--- src/rtl/rtclock_if.sv ---
// AXI4-Lite register bus for the rtclock block.
// The master modport drives requests; the slave modport is taken by rtclock.
interface rtclock_if #(
    parameter int C_S_AXI_DATA_WIDTH = 32,
    parameter int C_S_AXI_ADDR_WIDTH = 32
);
    logic [C_S_AXI_ADDR_WIDTH-1:0]   S_AXI_AWADDR;
    logic                            S_AXI_AWVALID;
    logic                            S_AXI_AWREADY;
    logic [C_S_AXI_DATA_WIDTH-1:0]   S_AXI_WDATA;
    logic [C_S_AXI_DATA_WIDTH/8-1:0] S_AXI_WSTRB;
    logic                            S_AXI_WVALID;
    logic                            S_AXI_WREADY;
    logic [1:0]                      S_AXI_BRESP;
    logic                            S_AXI_BVALID;
    logic                            S_AXI_BREADY;
    logic [C_S_AXI_ADDR_WIDTH-1:0]   S_AXI_ARADDR;
    logic                            S_AXI_ARVALID;
    logic                            S_AXI_ARREADY;
    logic [C_S_AXI_DATA_WIDTH-1:0]   S_AXI_RDATA;
    logic [1:0]                      S_AXI_RRESP;
    logic                            S_AXI_RVALID;
    logic                            S_AXI_RREADY;

    modport master (
        output S_AXI_AWADDR, S_AXI_AWVALID, S_AXI_WDATA, S_AXI_WSTRB, S_AXI_WVALID,
               S_AXI_BREADY, S_AXI_ARADDR, S_AXI_ARVALID, S_AXI_RREADY,
        input  S_AXI_AWREADY, S_AXI_WREADY, S_AXI_BRESP, S_AXI_BVALID,
               S_AXI_ARREADY, S_AXI_RDATA, S_AXI_RRESP, S_AXI_RVALID
    );

    modport slave (
        input  S_AXI_AWADDR, S_AXI_AWVALID, S_AXI_WDATA, S_AXI_WSTRB, S_AXI_WVALID,
               S_AXI_BREADY, S_AXI_ARADDR, S_AXI_ARVALID, S_AXI_RREADY,
        output S_AXI_AWREADY, S_AXI_WREADY, S_AXI_BRESP, S_AXI_BVALID,
               S_AXI_ARREADY, S_AXI_RDATA, S_AXI_RRESP, S_AXI_RVALID
    );
endinterface

--- src/rtl/rtclock.sv ---
// Free-running real-time clock (48-bit seconds, 30-bit nanoseconds) with
// PPS discipline, software time set, snapshot reads and an AXI4-Lite
// register file.
// Optional macro RTCLOCK_PPS2_CAPTURE_EN: when defined, a rising edge of
// pps2 captures sec[31:0]/nsec into PPS2_SEC_LO/PPS2_NSEC; when undefined
// pps2 is ignored and those registers read 0.
module rtclock #(
    parameter int          C_S_AXI_DATA_WIDTH = 32,
    parameter int          C_S_AXI_ADDR_WIDTH = 32,
    parameter logic [31:0] C_BASEADDR         = 32'h0000_0000,
    parameter int          C_CLK_TO_NS_RATIO  = 8
) (
    input  logic         clk,
    input  logic         reset,
    rtclock_if.slave     s_axi,
    output logic [47:0]  sec,
    output logic [29:0]  nsec,
    input  logic         pps,
    input  logic         pps2
);

    if (C_S_AXI_DATA_WIDTH != 32) begin : g_bad_width
        $error("rtclock supports only a 32-bit AXI-Lite data bus");
    end

    localparam logic [C_S_AXI_ADDR_WIDTH-1:0] BASE = C_S_AXI_ADDR_WIDTH'(C_BASEADDR);
    localparam logic [30:0] NS_PER_SEC = 31'd1_000_000_000;
    localparam logic [29:0] HALF_SEC   = 30'd500_000_000;
    localparam logic [30:0] RATIO      = 31'(C_CLK_TO_NS_RATIO);

    localparam logic [5:0] R_ID      = 6'd0;
    localparam logic [5:0] R_VERSION = 6'd1;
    localparam logic [5:0] R_FLIP    = 6'd2;
    localparam logic [5:0] R_CTRL    = 6'd3;
    localparam logic [5:0] R_SET_LO  = 6'd4;
    localparam logic [5:0] R_SET_HI  = 6'd5;
    localparam logic [5:0] R_SET_NS  = 6'd6;
    localparam logic [5:0] R_SNAP_LO = 6'd7;
    localparam logic [5:0] R_SNAP_HI = 6'd8;
    localparam logic [5:0] R_SNAP_NS = 6'd9;
    localparam logic [5:0] R_P2_SEC  = 6'd10;
    localparam logic [5:0] R_P2_NS   = 6'd11;

    // One clock of nanosecond advance; bit 30 is the carry into seconds.
    function automatic logic [30:0] time_step(input logic [29:0] ns);
        logic [30:0] n;
        n = {1'b0, ns} + RATIO;
        if (n >= NS_PER_SEC)
            return {1'b1, 30'(n - NS_PER_SEC)};
        return {1'b0, n[29:0]};
    endfunction

    logic [C_S_AXI_ADDR_WIDTH-1:0] wr_off, rd_off;
    logic [5:0]  wr_idx, rd_idx;
    logic        wr_en, rd_en, load_time, pps_d, pps_edge;
    logic [30:0] step;
    logic [31:0] flip_q, set_sec_lo, rd_data;
    logic [15:0] set_sec_hi, snap_sec_hi;
    logic [29:0] set_nsec, snap_nsec;
    logic        ctrl_en;
    logic [31:0] pps2_sec_rd;
    logic [29:0] pps2_nsec_rd;
    logic        unused_ok;

    assign wr_off    = s_axi.S_AXI_AWADDR - BASE;
    assign rd_off    = s_axi.S_AXI_ARADDR - BASE;
    assign wr_idx    = wr_off[7:2];
    assign rd_idx    = rd_off[7:2];
    assign wr_en     = s_axi.S_AXI_AWREADY && s_axi.S_AXI_AWVALID && s_axi.S_AXI_WVALID;
    assign rd_en     = s_axi.S_AXI_ARREADY && s_axi.S_AXI_ARVALID;
    assign load_time = wr_en && (wr_idx == R_CTRL) && s_axi.S_AXI_WDATA[1];
    assign pps_edge  = ctrl_en && pps && !pps_d;
    assign step      = time_step(nsec);
    assign unused_ok = ^{s_axi.S_AXI_WSTRB, wr_off[C_S_AXI_ADDR_WIDTH-1:8], wr_off[1:0],
                         rd_off[C_S_AXI_ADDR_WIDTH-1:8], rd_off[1:0]};

    assign s_axi.S_AXI_BRESP = 2'b00;
    assign s_axi.S_AXI_RRESP = 2'b00;

    // Time base: software load beats a PPS edge, which beats the normal tick.
    always_ff @(posedge clk) begin
        if (reset) begin
            sec   <= '0;
            nsec  <= '0;
            pps_d <= 1'b0;
        end else begin
            pps_d <= pps;
            if (load_time) begin
                sec  <= {set_sec_hi, set_sec_lo};
                nsec <= set_nsec;
            end else if (pps_edge) begin
                nsec <= '0;
                if (nsec >= HALF_SEC)
                    sec <= sec + 48'd1;
            end else begin
                sec  <= sec + {47'd0, step[30]};
                nsec <= step[29:0];
            end
        end
    end

    // Write channel: accept address and data together, then hold BVALID until BREADY.
    always_ff @(posedge clk) begin
        if (reset) begin
            s_axi.S_AXI_AWREADY <= 1'b0;
            s_axi.S_AXI_WREADY  <= 1'b0;
            s_axi.S_AXI_BVALID  <= 1'b0;
        end else begin
            s_axi.S_AXI_AWREADY <= 1'b0;
            s_axi.S_AXI_WREADY  <= 1'b0;
            if (!s_axi.S_AXI_AWREADY && s_axi.S_AXI_AWVALID && s_axi.S_AXI_WVALID &&
                !s_axi.S_AXI_BVALID) begin
                s_axi.S_AXI_AWREADY <= 1'b1;
                s_axi.S_AXI_WREADY  <= 1'b1;
            end
            if (wr_en)
                s_axi.S_AXI_BVALID <= 1'b1;
            else if (s_axi.S_AXI_BREADY)
                s_axi.S_AXI_BVALID <= 1'b0;
        end
    end

    // Writable registers; load_time is not stored so CTRL[1] reads back 0.
    always_ff @(posedge clk) begin
        if (reset) begin
            flip_q     <= '0;
            ctrl_en    <= 1'b0;
            set_sec_lo <= '0;
            set_sec_hi <= '0;
            set_nsec   <= '0;
        end else if (wr_en) begin
            case (wr_idx)
                R_FLIP:   flip_q     <= s_axi.S_AXI_WDATA;
                R_CTRL:   ctrl_en    <= s_axi.S_AXI_WDATA[0];
                R_SET_LO: set_sec_lo <= s_axi.S_AXI_WDATA;
                R_SET_HI: set_sec_hi <= s_axi.S_AXI_WDATA[15:0];
                R_SET_NS: set_nsec   <= s_axi.S_AXI_WDATA[29:0];
                default:  ;
            endcase
        end
    end

    // Reading SNAP_SEC_LO freezes the rest of the timestamp for later reads.
    always_ff @(posedge clk) begin
        if (reset) begin
            snap_sec_hi <= '0;
            snap_nsec   <= '0;
        end else if (rd_en && (rd_idx == R_SNAP_LO)) begin
            snap_sec_hi <= sec[47:32];
            snap_nsec   <= nsec;
        end
    end

`ifdef RTCLOCK_PPS2_CAPTURE_EN
    logic        pps2_d;
    logic [31:0] pps2_sec_q;
    logic [29:0] pps2_nsec_q;

    // Capture the current time on each rising edge of pps2.
    always_ff @(posedge clk) begin
        if (reset) begin
            pps2_d      <= 1'b0;
            pps2_sec_q  <= '0;
            pps2_nsec_q <= '0;
        end else begin
            pps2_d <= pps2;
            if (pps2 && !pps2_d) begin
                pps2_sec_q  <= sec[31:0];
                pps2_nsec_q <= nsec;
            end
        end
    end

    assign pps2_sec_rd  = pps2_sec_q;
    assign pps2_nsec_rd = pps2_nsec_q;
`else
    logic unused_pps2;
    assign unused_pps2  = pps2;
    assign pps2_sec_rd  = '0;
    assign pps2_nsec_rd = '0;
`endif

    // Read mux; unmapped offsets return 0.
    always_comb begin
        rd_data = '0;
        case (rd_idx)
            R_ID:      rd_data = 32'h5254_4300;
            R_VERSION: rd_data = 32'h0000_0001;
            R_FLIP:    rd_data = ~flip_q;
            R_CTRL:    rd_data = {31'd0, ctrl_en};
            R_SET_LO:  rd_data = set_sec_lo;
            R_SET_HI:  rd_data = {16'd0, set_sec_hi};
            R_SET_NS:  rd_data = {2'd0, set_nsec};
            R_SNAP_LO: rd_data = sec[31:0];
            R_SNAP_HI: rd_data = {16'd0, snap_sec_hi};
            R_SNAP_NS: rd_data = {2'd0, snap_nsec};
            R_P2_SEC:  rd_data = pps2_sec_rd;
            R_P2_NS:   rd_data = {2'd0, pps2_nsec_rd};
            default:   rd_data = '0;
        endcase
    end

    // Read channel: one-cycle ARREADY pulse, data held until RREADY.
    always_ff @(posedge clk) begin
        if (reset) begin
            s_axi.S_AXI_ARREADY <= 1'b0;
            s_axi.S_AXI_RVALID  <= 1'b0;
            s_axi.S_AXI_RDATA   <= '0;
        end else begin
            s_axi.S_AXI_ARREADY <= !s_axi.S_AXI_ARREADY && s_axi.S_AXI_ARVALID &&
                                   !s_axi.S_AXI_RVALID;
            if (rd_en) begin
                s_axi.S_AXI_RVALID <= 1'b1;
                s_axi.S_AXI_RDATA  <= rd_data;
            end else if (s_axi.S_AXI_RREADY) begin
                s_axi.S_AXI_RVALID <= 1'b0;
            end
        end
    end

endmodule

--- src/flat_wrapper.sv ---
// flat-port wrapper written by rule: the top's interface ports become plain ports
module rtclock_flat 
#(
    parameter int          C_S_AXI_DATA_WIDTH = 32,
    parameter int          C_S_AXI_ADDR_WIDTH = 32,
    parameter logic [31:0] C_BASEADDR         = 32'h0000_0000,
    parameter int          C_CLK_TO_NS_RATIO  = 8
)
  (clk, reset, sec, nsec, pps, pps2, s_axi_S_AXI_AWADDR, s_axi_S_AXI_AWVALID, s_axi_S_AXI_WDATA, s_axi_S_AXI_WSTRB, s_axi_S_AXI_WVALID, s_axi_S_AXI_BREADY, s_axi_S_AXI_ARADDR, s_axi_S_AXI_ARVALID, s_axi_S_AXI_RREADY, s_axi_S_AXI_AWREADY, s_axi_S_AXI_WREADY, s_axi_S_AXI_BRESP, s_axi_S_AXI_BVALID, s_axi_S_AXI_ARREADY, s_axi_S_AXI_RDATA, s_axi_S_AXI_RRESP, s_axi_S_AXI_RVALID);
  rtclock_if #(.C_S_AXI_DATA_WIDTH(C_S_AXI_DATA_WIDTH), .C_S_AXI_ADDR_WIDTH(C_S_AXI_ADDR_WIDTH)) s_axi_i ();
  input  logic clk;
  input  logic reset;
  output logic [47:0] sec;
  output logic [29:0] nsec;
  input  logic pps;
  input  logic pps2;
  input wire logic [$bits(s_axi_i.S_AXI_AWADDR)-1:0] s_axi_S_AXI_AWADDR;
  input wire logic [$bits(s_axi_i.S_AXI_AWVALID)-1:0] s_axi_S_AXI_AWVALID;
  input wire logic [$bits(s_axi_i.S_AXI_WDATA)-1:0] s_axi_S_AXI_WDATA;
  input wire logic [$bits(s_axi_i.S_AXI_WSTRB)-1:0] s_axi_S_AXI_WSTRB;
  input wire logic [$bits(s_axi_i.S_AXI_WVALID)-1:0] s_axi_S_AXI_WVALID;
  input wire logic [$bits(s_axi_i.S_AXI_BREADY)-1:0] s_axi_S_AXI_BREADY;
  input wire logic [$bits(s_axi_i.S_AXI_ARADDR)-1:0] s_axi_S_AXI_ARADDR;
  input wire logic [$bits(s_axi_i.S_AXI_ARVALID)-1:0] s_axi_S_AXI_ARVALID;
  input wire logic [$bits(s_axi_i.S_AXI_RREADY)-1:0] s_axi_S_AXI_RREADY;
  output wire logic [$bits(s_axi_i.S_AXI_AWREADY)-1:0] s_axi_S_AXI_AWREADY;
  output wire logic [$bits(s_axi_i.S_AXI_WREADY)-1:0] s_axi_S_AXI_WREADY;
  output wire logic [$bits(s_axi_i.S_AXI_BRESP)-1:0] s_axi_S_AXI_BRESP;
  output wire logic [$bits(s_axi_i.S_AXI_BVALID)-1:0] s_axi_S_AXI_BVALID;
  output wire logic [$bits(s_axi_i.S_AXI_ARREADY)-1:0] s_axi_S_AXI_ARREADY;
  output wire logic [$bits(s_axi_i.S_AXI_RDATA)-1:0] s_axi_S_AXI_RDATA;
  output wire logic [$bits(s_axi_i.S_AXI_RRESP)-1:0] s_axi_S_AXI_RRESP;
  output wire logic [$bits(s_axi_i.S_AXI_RVALID)-1:0] s_axi_S_AXI_RVALID;
  assign s_axi_i.S_AXI_AWADDR = s_axi_S_AXI_AWADDR;
  assign s_axi_i.S_AXI_AWVALID = s_axi_S_AXI_AWVALID;
  assign s_axi_i.S_AXI_WDATA = s_axi_S_AXI_WDATA;
  assign s_axi_i.S_AXI_WSTRB = s_axi_S_AXI_WSTRB;
  assign s_axi_i.S_AXI_WVALID = s_axi_S_AXI_WVALID;
  assign s_axi_i.S_AXI_BREADY = s_axi_S_AXI_BREADY;
  assign s_axi_i.S_AXI_ARADDR = s_axi_S_AXI_ARADDR;
  assign s_axi_i.S_AXI_ARVALID = s_axi_S_AXI_ARVALID;
  assign s_axi_i.S_AXI_RREADY = s_axi_S_AXI_RREADY;
  assign s_axi_S_AXI_AWREADY = s_axi_i.S_AXI_AWREADY;
  assign s_axi_S_AXI_WREADY = s_axi_i.S_AXI_WREADY;
  assign s_axi_S_AXI_BRESP = s_axi_i.S_AXI_BRESP;
  assign s_axi_S_AXI_BVALID = s_axi_i.S_AXI_BVALID;
  assign s_axi_S_AXI_ARREADY = s_axi_i.S_AXI_ARREADY;
  assign s_axi_S_AXI_RDATA = s_axi_i.S_AXI_RDATA;
  assign s_axi_S_AXI_RRESP = s_axi_i.S_AXI_RRESP;
  assign s_axi_S_AXI_RVALID = s_axi_i.S_AXI_RVALID;
  rtclock #(.C_S_AXI_DATA_WIDTH(C_S_AXI_DATA_WIDTH), .C_S_AXI_ADDR_WIDTH(C_S_AXI_ADDR_WIDTH), .C_BASEADDR(C_BASEADDR), .C_CLK_TO_NS_RATIO(C_CLK_TO_NS_RATIO)) u_core (.clk(clk), .reset(reset), .s_axi(s_axi_i), .sec(sec), .nsec(nsec), .pps(pps), .pps2(pps2));
endmodule
--- config.mk ---
export PLATFORM = sky130hd
export DESIGN_NAME = rtclock_flat
export DESIGN_NICKNAME = d
export VERILOG_FILES = /design/src/rtl/rtclock_if.sv /design/src/rtl/rtclock.sv /design/src/flat_wrapper.sv
export SDC_FILE = /design/constraint.sdc
export NUM_CORES = 1
export LEC_CHECK = 0
export BUFFER_PORTS_ARGS = -buffer_cell sky130_fd_sc_hd__buf_2
export CORE_UTILIZATION = 55
export CTS_BUF_LIST = sky130_fd_sc_hd__clkbuf_16
export DETAILED_ROUTE_END_ITERATION = 10
export PLACE_DENSITY = 0.84
export SLEW_MARGIN = 30
export SYNTH_ARGS = -nofsm -noshare
export SYNTH_HDL_FRONTEND = slang
export SYNTH_SLANG_ARGS = --single-unit
--- constraint.sdc ---
create_clock -name clk -period 7.2 [get_ports clk]
set_input_delay 1.08 -clock clk [delete_from_list [all_inputs] [get_ports clk]]
set_output_delay 1.08 -clock clk [all_outputs]
set_load 0.02 [all_outputs]
==> results.md <==
Setup path:
- In this run the worst path has a maximum fanout of 34.
- For this run, the slowest stage of the critical path takes 0.69 ns.
- Measured in cells, the most critical reg-to-reg path has a length of 22.
- The library cell contributing the largest single delay on the critical path is or4_1.
- The worst register-to-register path has a setup slack of 0.82 ns.
- The worst setup path is captured at a register.
- Traced cell by cell, the critical path runs through ha_1 -> nand3_4 -> nor2_1 -> xnor2_1 -> inv_1 -> ha_1 -> nand2_1 -> or4_1 -> or4_1 -> a211oi_2 -> o2111ai_1 -> and3_4 -> nand2_1 -> ha_1 -> and3_1 -> nand2_1 -> or4_1 -> nor4_1 -> nand3_1 -> o41ai_1 -> nand2_1 -> a21oi_1.
- The arrival time of data at the critical path endpoint is 6.84 ns.
- The data required time at the worst endpoint is 7.66 ns.
- The startpoint identified for the worst register-to-register timing path is u_core.nsec[3]$_SDFF_PP0_.
- The startpoint-to-endpoint class of the critical path is reg2reg.
- The endpoint identified for the worst register-to-register timing path is u_core.sec[47]$_SDFFE_PP0P_.
- The most numerous cell on the critical path is nand2_1.
- The startpoint type of the worst setup path is a register.

Drt:
- Wire segments on met3 add up to 5850 µm in the final route.
- After detailed routing, the wire length on met1 is 18200 µm.
- The total vias in the final route is 13800.
- In the detailed route, the total length drawn on met2 is 19600 µm.
- The highest layer touched by signal routing is met4.
- After the first detailed-routing iteration, the DRC count stood at 2053.
- The routed design has 45200 µm of wire.
- The detail route stage leaves a number of antenna-violating nets equal to 0.
- The mean routed wirelength per cell is 20.8 µm.
- After detailed routing, the number of remaining DRC violations is 0.
- Dividing the detail-routed via count by the number of cells gives 6.35.
- The pre-antenna-repair detailed-routing pass consisted of 7 iterations.

Clock network:
- The total clock sinks is 272.
- TritonCTS built the clock tree.
- The H-tree level count is 1.
- The CTS buffer count is 27.
- In this run the deepest clock path goes through 3 buffers.
- The clock network latency to the later pin of the worst-skew pair is 0.54 ns.
- The number of gates resized after CTS was 0.
- In this run the post-CTS setup repair buffer count came out at 0.
- The total of hold buffers inserted after clock tree synthesis is 0.
- The post-CTS clock slew at the launch and capture registers of the worst setup and hold paths is 0.07 ns.
- The root cell of the clock tree is clkbuf_16.

Timing:
- The number of hold violations in the final report is 0.
- Setup repair after global routing left no endpoint under its margin.
- Of the available clock period, the critical path in the final layout requires 88.6%.
- The number of slew-limit violations in the final report came to 0.
- The actual slew at the worst max-slew pin is 1.06 ns.
- Adding up every negative setup slack in the final design gives 0 ns.
- The worst setup margin is 0.822 ns.
- The worst clock skew on the final layout is 0.0173 ns.
- The shortest period the worst path allows is 6.38 ns.
- Setup violations remaining at the end of the flow were counted as 0.
- The fmax is 0.157 GHz.
- The worst pin sits at a relative slew slack of 29.0%.

Yosys:
- For this run, the leading register cell type out of synthesis is dfxtp_1.
- The share of flip-flops with an asynchronous set or reset after synthesis is 0%.
- The synthesized design contains 272 register bits.
- The netlist area before placement is 13200 µm².
- After synthesis, flip-flops and latches occupy 41.3% of the total area.
- By area the synthesized netlist is led by dfxtp_1 41%, nand2_1 11%, a21oi_1 11%, nor2_1 4.4%, clkbuf_1 3.2%.
- The mean post-synth cell area is 7.49 µm².
- The synthesized design spends more area on one cell type than any other, namely dfxtp_1.
- The most common cell in the synthesized netlist is nand2_1.
- The warning count from the yosys run is 0.
- Ranked by instance count, the synthesized netlist is headed by 380 x nand2_1, 283 x a21oi_1, 272 x dfxtp_1.
- The count of unique library cells instantiated by Yosys is 71.
- The count of mapped cells out of synthesis is 1758.
- The synthesized design contains 0 enable-type register cells.
- Of the post-synthesis cell area, the dominant cell type holds 41.3%.

Run:
- Across the run, the number of max-cap violations was 0.

Layout:
- The area growth from synthesis to layout is 13.6%.
- The finished layout holds 2176 standard cells, fillers aside.
- After routing the design area is 15000 µm².
- At the end of the flow the core is filled with cells to 63.7%.
- Cells with a size suffix above 1 make up 13.6% of the layout.
- The number of nets in the final layout is 1952.

Place:
- Including well taps, the total number of placed cells is 2127.
- The placed wire-length estimate after detailed placement is 30400 µm.
- During placement, the flow inserted port buffers numbering 166.
- Once placement finished, the instance area stood at 14100 µm².
- Routability-driven placement finished with a final weighted congestion of 0.940.
- At the placement stage, the worst setup path has a slack of 1.02 ns.

Power:
- The worst-case IR drop observed on VDD is 153 µV.
- The switching power is 0.671 mW.
- For this design the ratio of total power to cell area is 202 nW/µm².
- The internal portion of the total power is 2.35 mW.
- Of the total power, the share spent switching nets is 22.2%.
- The clock group share of total power is 46.8%.
- Per report_power, the sequential group accounts for 50.0% of the total.
- The static power due to leakage is 5.41 nW.
- The share of total power in combinational logic is 3.1%.

Min path:
- In this run the most critical hold path is launched from u_core.s_axi.S_AXI_BVALID$_SDFFE_PP0P_.
- The end of the worst hold path is u_core.s_axi.S_AXI_AWREADY$_SDFF_PP0_.
- The tightest min-delay check is of the reg2reg type.
- The number of stages on the worst hold path is 1.

Floorplan:
- The floorplan step defined a die boundary enclosing 24600 µm².
- The initial utilization of the core area, before any placement, comes to 56.1%.
- The total core area is 23500 µm².
- The die outline width is 157 µm.
- The overall die height is 157 µm.
- In this run the core area contains 56 standard-cell rows.
- Pin placement for this block handled 228 I/O pins.

Global routing:
- The number of antenna violations at the first check in global routing is 1.
- The number of global-route vias before repair is 12100.
- The pin count of the biggest net entering global routing is 100.
- The wire length of the first global-routing pass is 67900 µm.
- Across every metal layer, demand over resource in global routing totals 35.6%.
- Summed over all layers, the global routing overflow is 0.

Run status:
- The flow ran to the end, and the final reports show no timing, DRC or antenna violations.
[cell families (layout without fill, tap and decap cells)]
kind of cell	after synthesis	after routing	share of synthesized area, %
AND/OR/NAND/NOR	725	725	24.6
AO/OA/AOI/OAI	542	542	24.5
flip-flops	272	272	41.3
buffers and inverters	152	247	4.67
XOR/XNOR	30	30	2.00
multiplexers	30	30	2.28
adder cells (fa/ha/maj)	6	6	0.570
other	1	5	0.0285
[state kept, by name (all words and copies together) (netlist names), 16 cells and up]
signal	cells
u_core.snap_nsec	30
u_core.s_axi.S_AXI_RDATA	32
u_core.set_nsec	30
u_core.snap_sec_hi	16
u_core.nsec	30
u_core.set_sec_hi	16
u_core.flip_q	32
u_core.sec	48
u_core.set_sec_lo	32
[how the worst max path moves through the flow]
stage                                          from                     endpoint  slack, ns  cells after the start
after floorplan           u_core.nsec[4]$_SDFF_PP0_  u_core.sec[45]$_SDFFE_PP0P_       1.67                     24
after global placement    u_core.nsec[3]$_SDFF_PP0_  u_core.sec[47]$_SDFFE_PP0P_       1.21                     22
after detailed placement  u_core.nsec[3]$_SDFF_PP0_  u_core.sec[45]$_SDFFE_PP0P_       1.02                     22
after CTS                 u_core.nsec[3]$_SDFF_PP0_  u_core.sec[47]$_SDFFE_PP0P_       0.97                     22
after global routing      u_core.nsec[3]$_SDFF_PP0_  u_core.sec[47]$_SDFFE_PP0P_       0.35                     22
final                     u_core.nsec[3]$_SDFF_PP0_  u_core.sec[47]$_SDFFE_PP0P_       0.82                     22
[cell usage in the layout, fill, tap and decap left out, drive strengths merged, types with 5 or more instances in the layout]
cell type  count
a21o           5
a22oi         39
o31ai         12
nand4         17
xor2          13
a32o          17
buf          188
o221ai         5
and2           7
inv           18
nor4          15
o21ai         84
and3          18
o22ai         14
a211oi        16
clkbuf        27
clkinv        10
nor2         153
a221oi        20
a31oi         17
dfxtp        272
nand2b         6
or3           18
nand3         48
ha             6
a21oi        284
nand2        380
or4            6
nor3          27
xnor2         17
mux2i         30
[power groups by stage]
stage | combinational (mW) | clock [mW] | sequential (mW)
final | 0.0940 | 1.42 | 1.51
after global routing | 0.0982 | 1.47 | 1.51
after CTS | 0.0911 | 1.41 | 1.51
after detailed placement | 0.0906 | 0 | 1.55
after global placement | 0.0904 | 0 | 1.55
after floorplan | 0.0501 | 0 | 1.55
[per-layer routing]
layer	track usage, %	up-vias
li1	-	6376
met1	49.4	6365
met2	53.9	940
met3	7.12	136
met4	14.3	0
met5	0	-
[critical path: cells and delay by family, from the launching register on]
family / cells / cell delay, ns
AND/OR/NAND/NOR: 13 / 3.83
AO/OA/AOI/OAI: 4 / 0.92
adder cells (fa/ha/maj): 3 / 0.76
flip-flops: 1 / 0.55
XOR/XNOR: 1 / 0.15
buffers and inverters: 1 / 0.08
[stage by stage]
step	total power, mW	hold WS [ns]
2_1_floorplan	1.60	0.433
3_3_place_gp	1.64	0.429
3_5_place_dp	1.64	0.434
4_1_cts	3.02	0.448
5_1_grt	3.08	0.461
6_report	3.02	0.446
[area by class of cell]
cell class                 instances  area, µm²
fill                            2054       8510
multi-input combinational       1337       7170
sequential                       272       5450
timing repair buffer             188       1030
clock buffer                      27        676
tap                              319        399
clock inverter                    21        195
inverter                          11       41.3
antenna                            1       2.50
(Power assumes the default switching activity.)
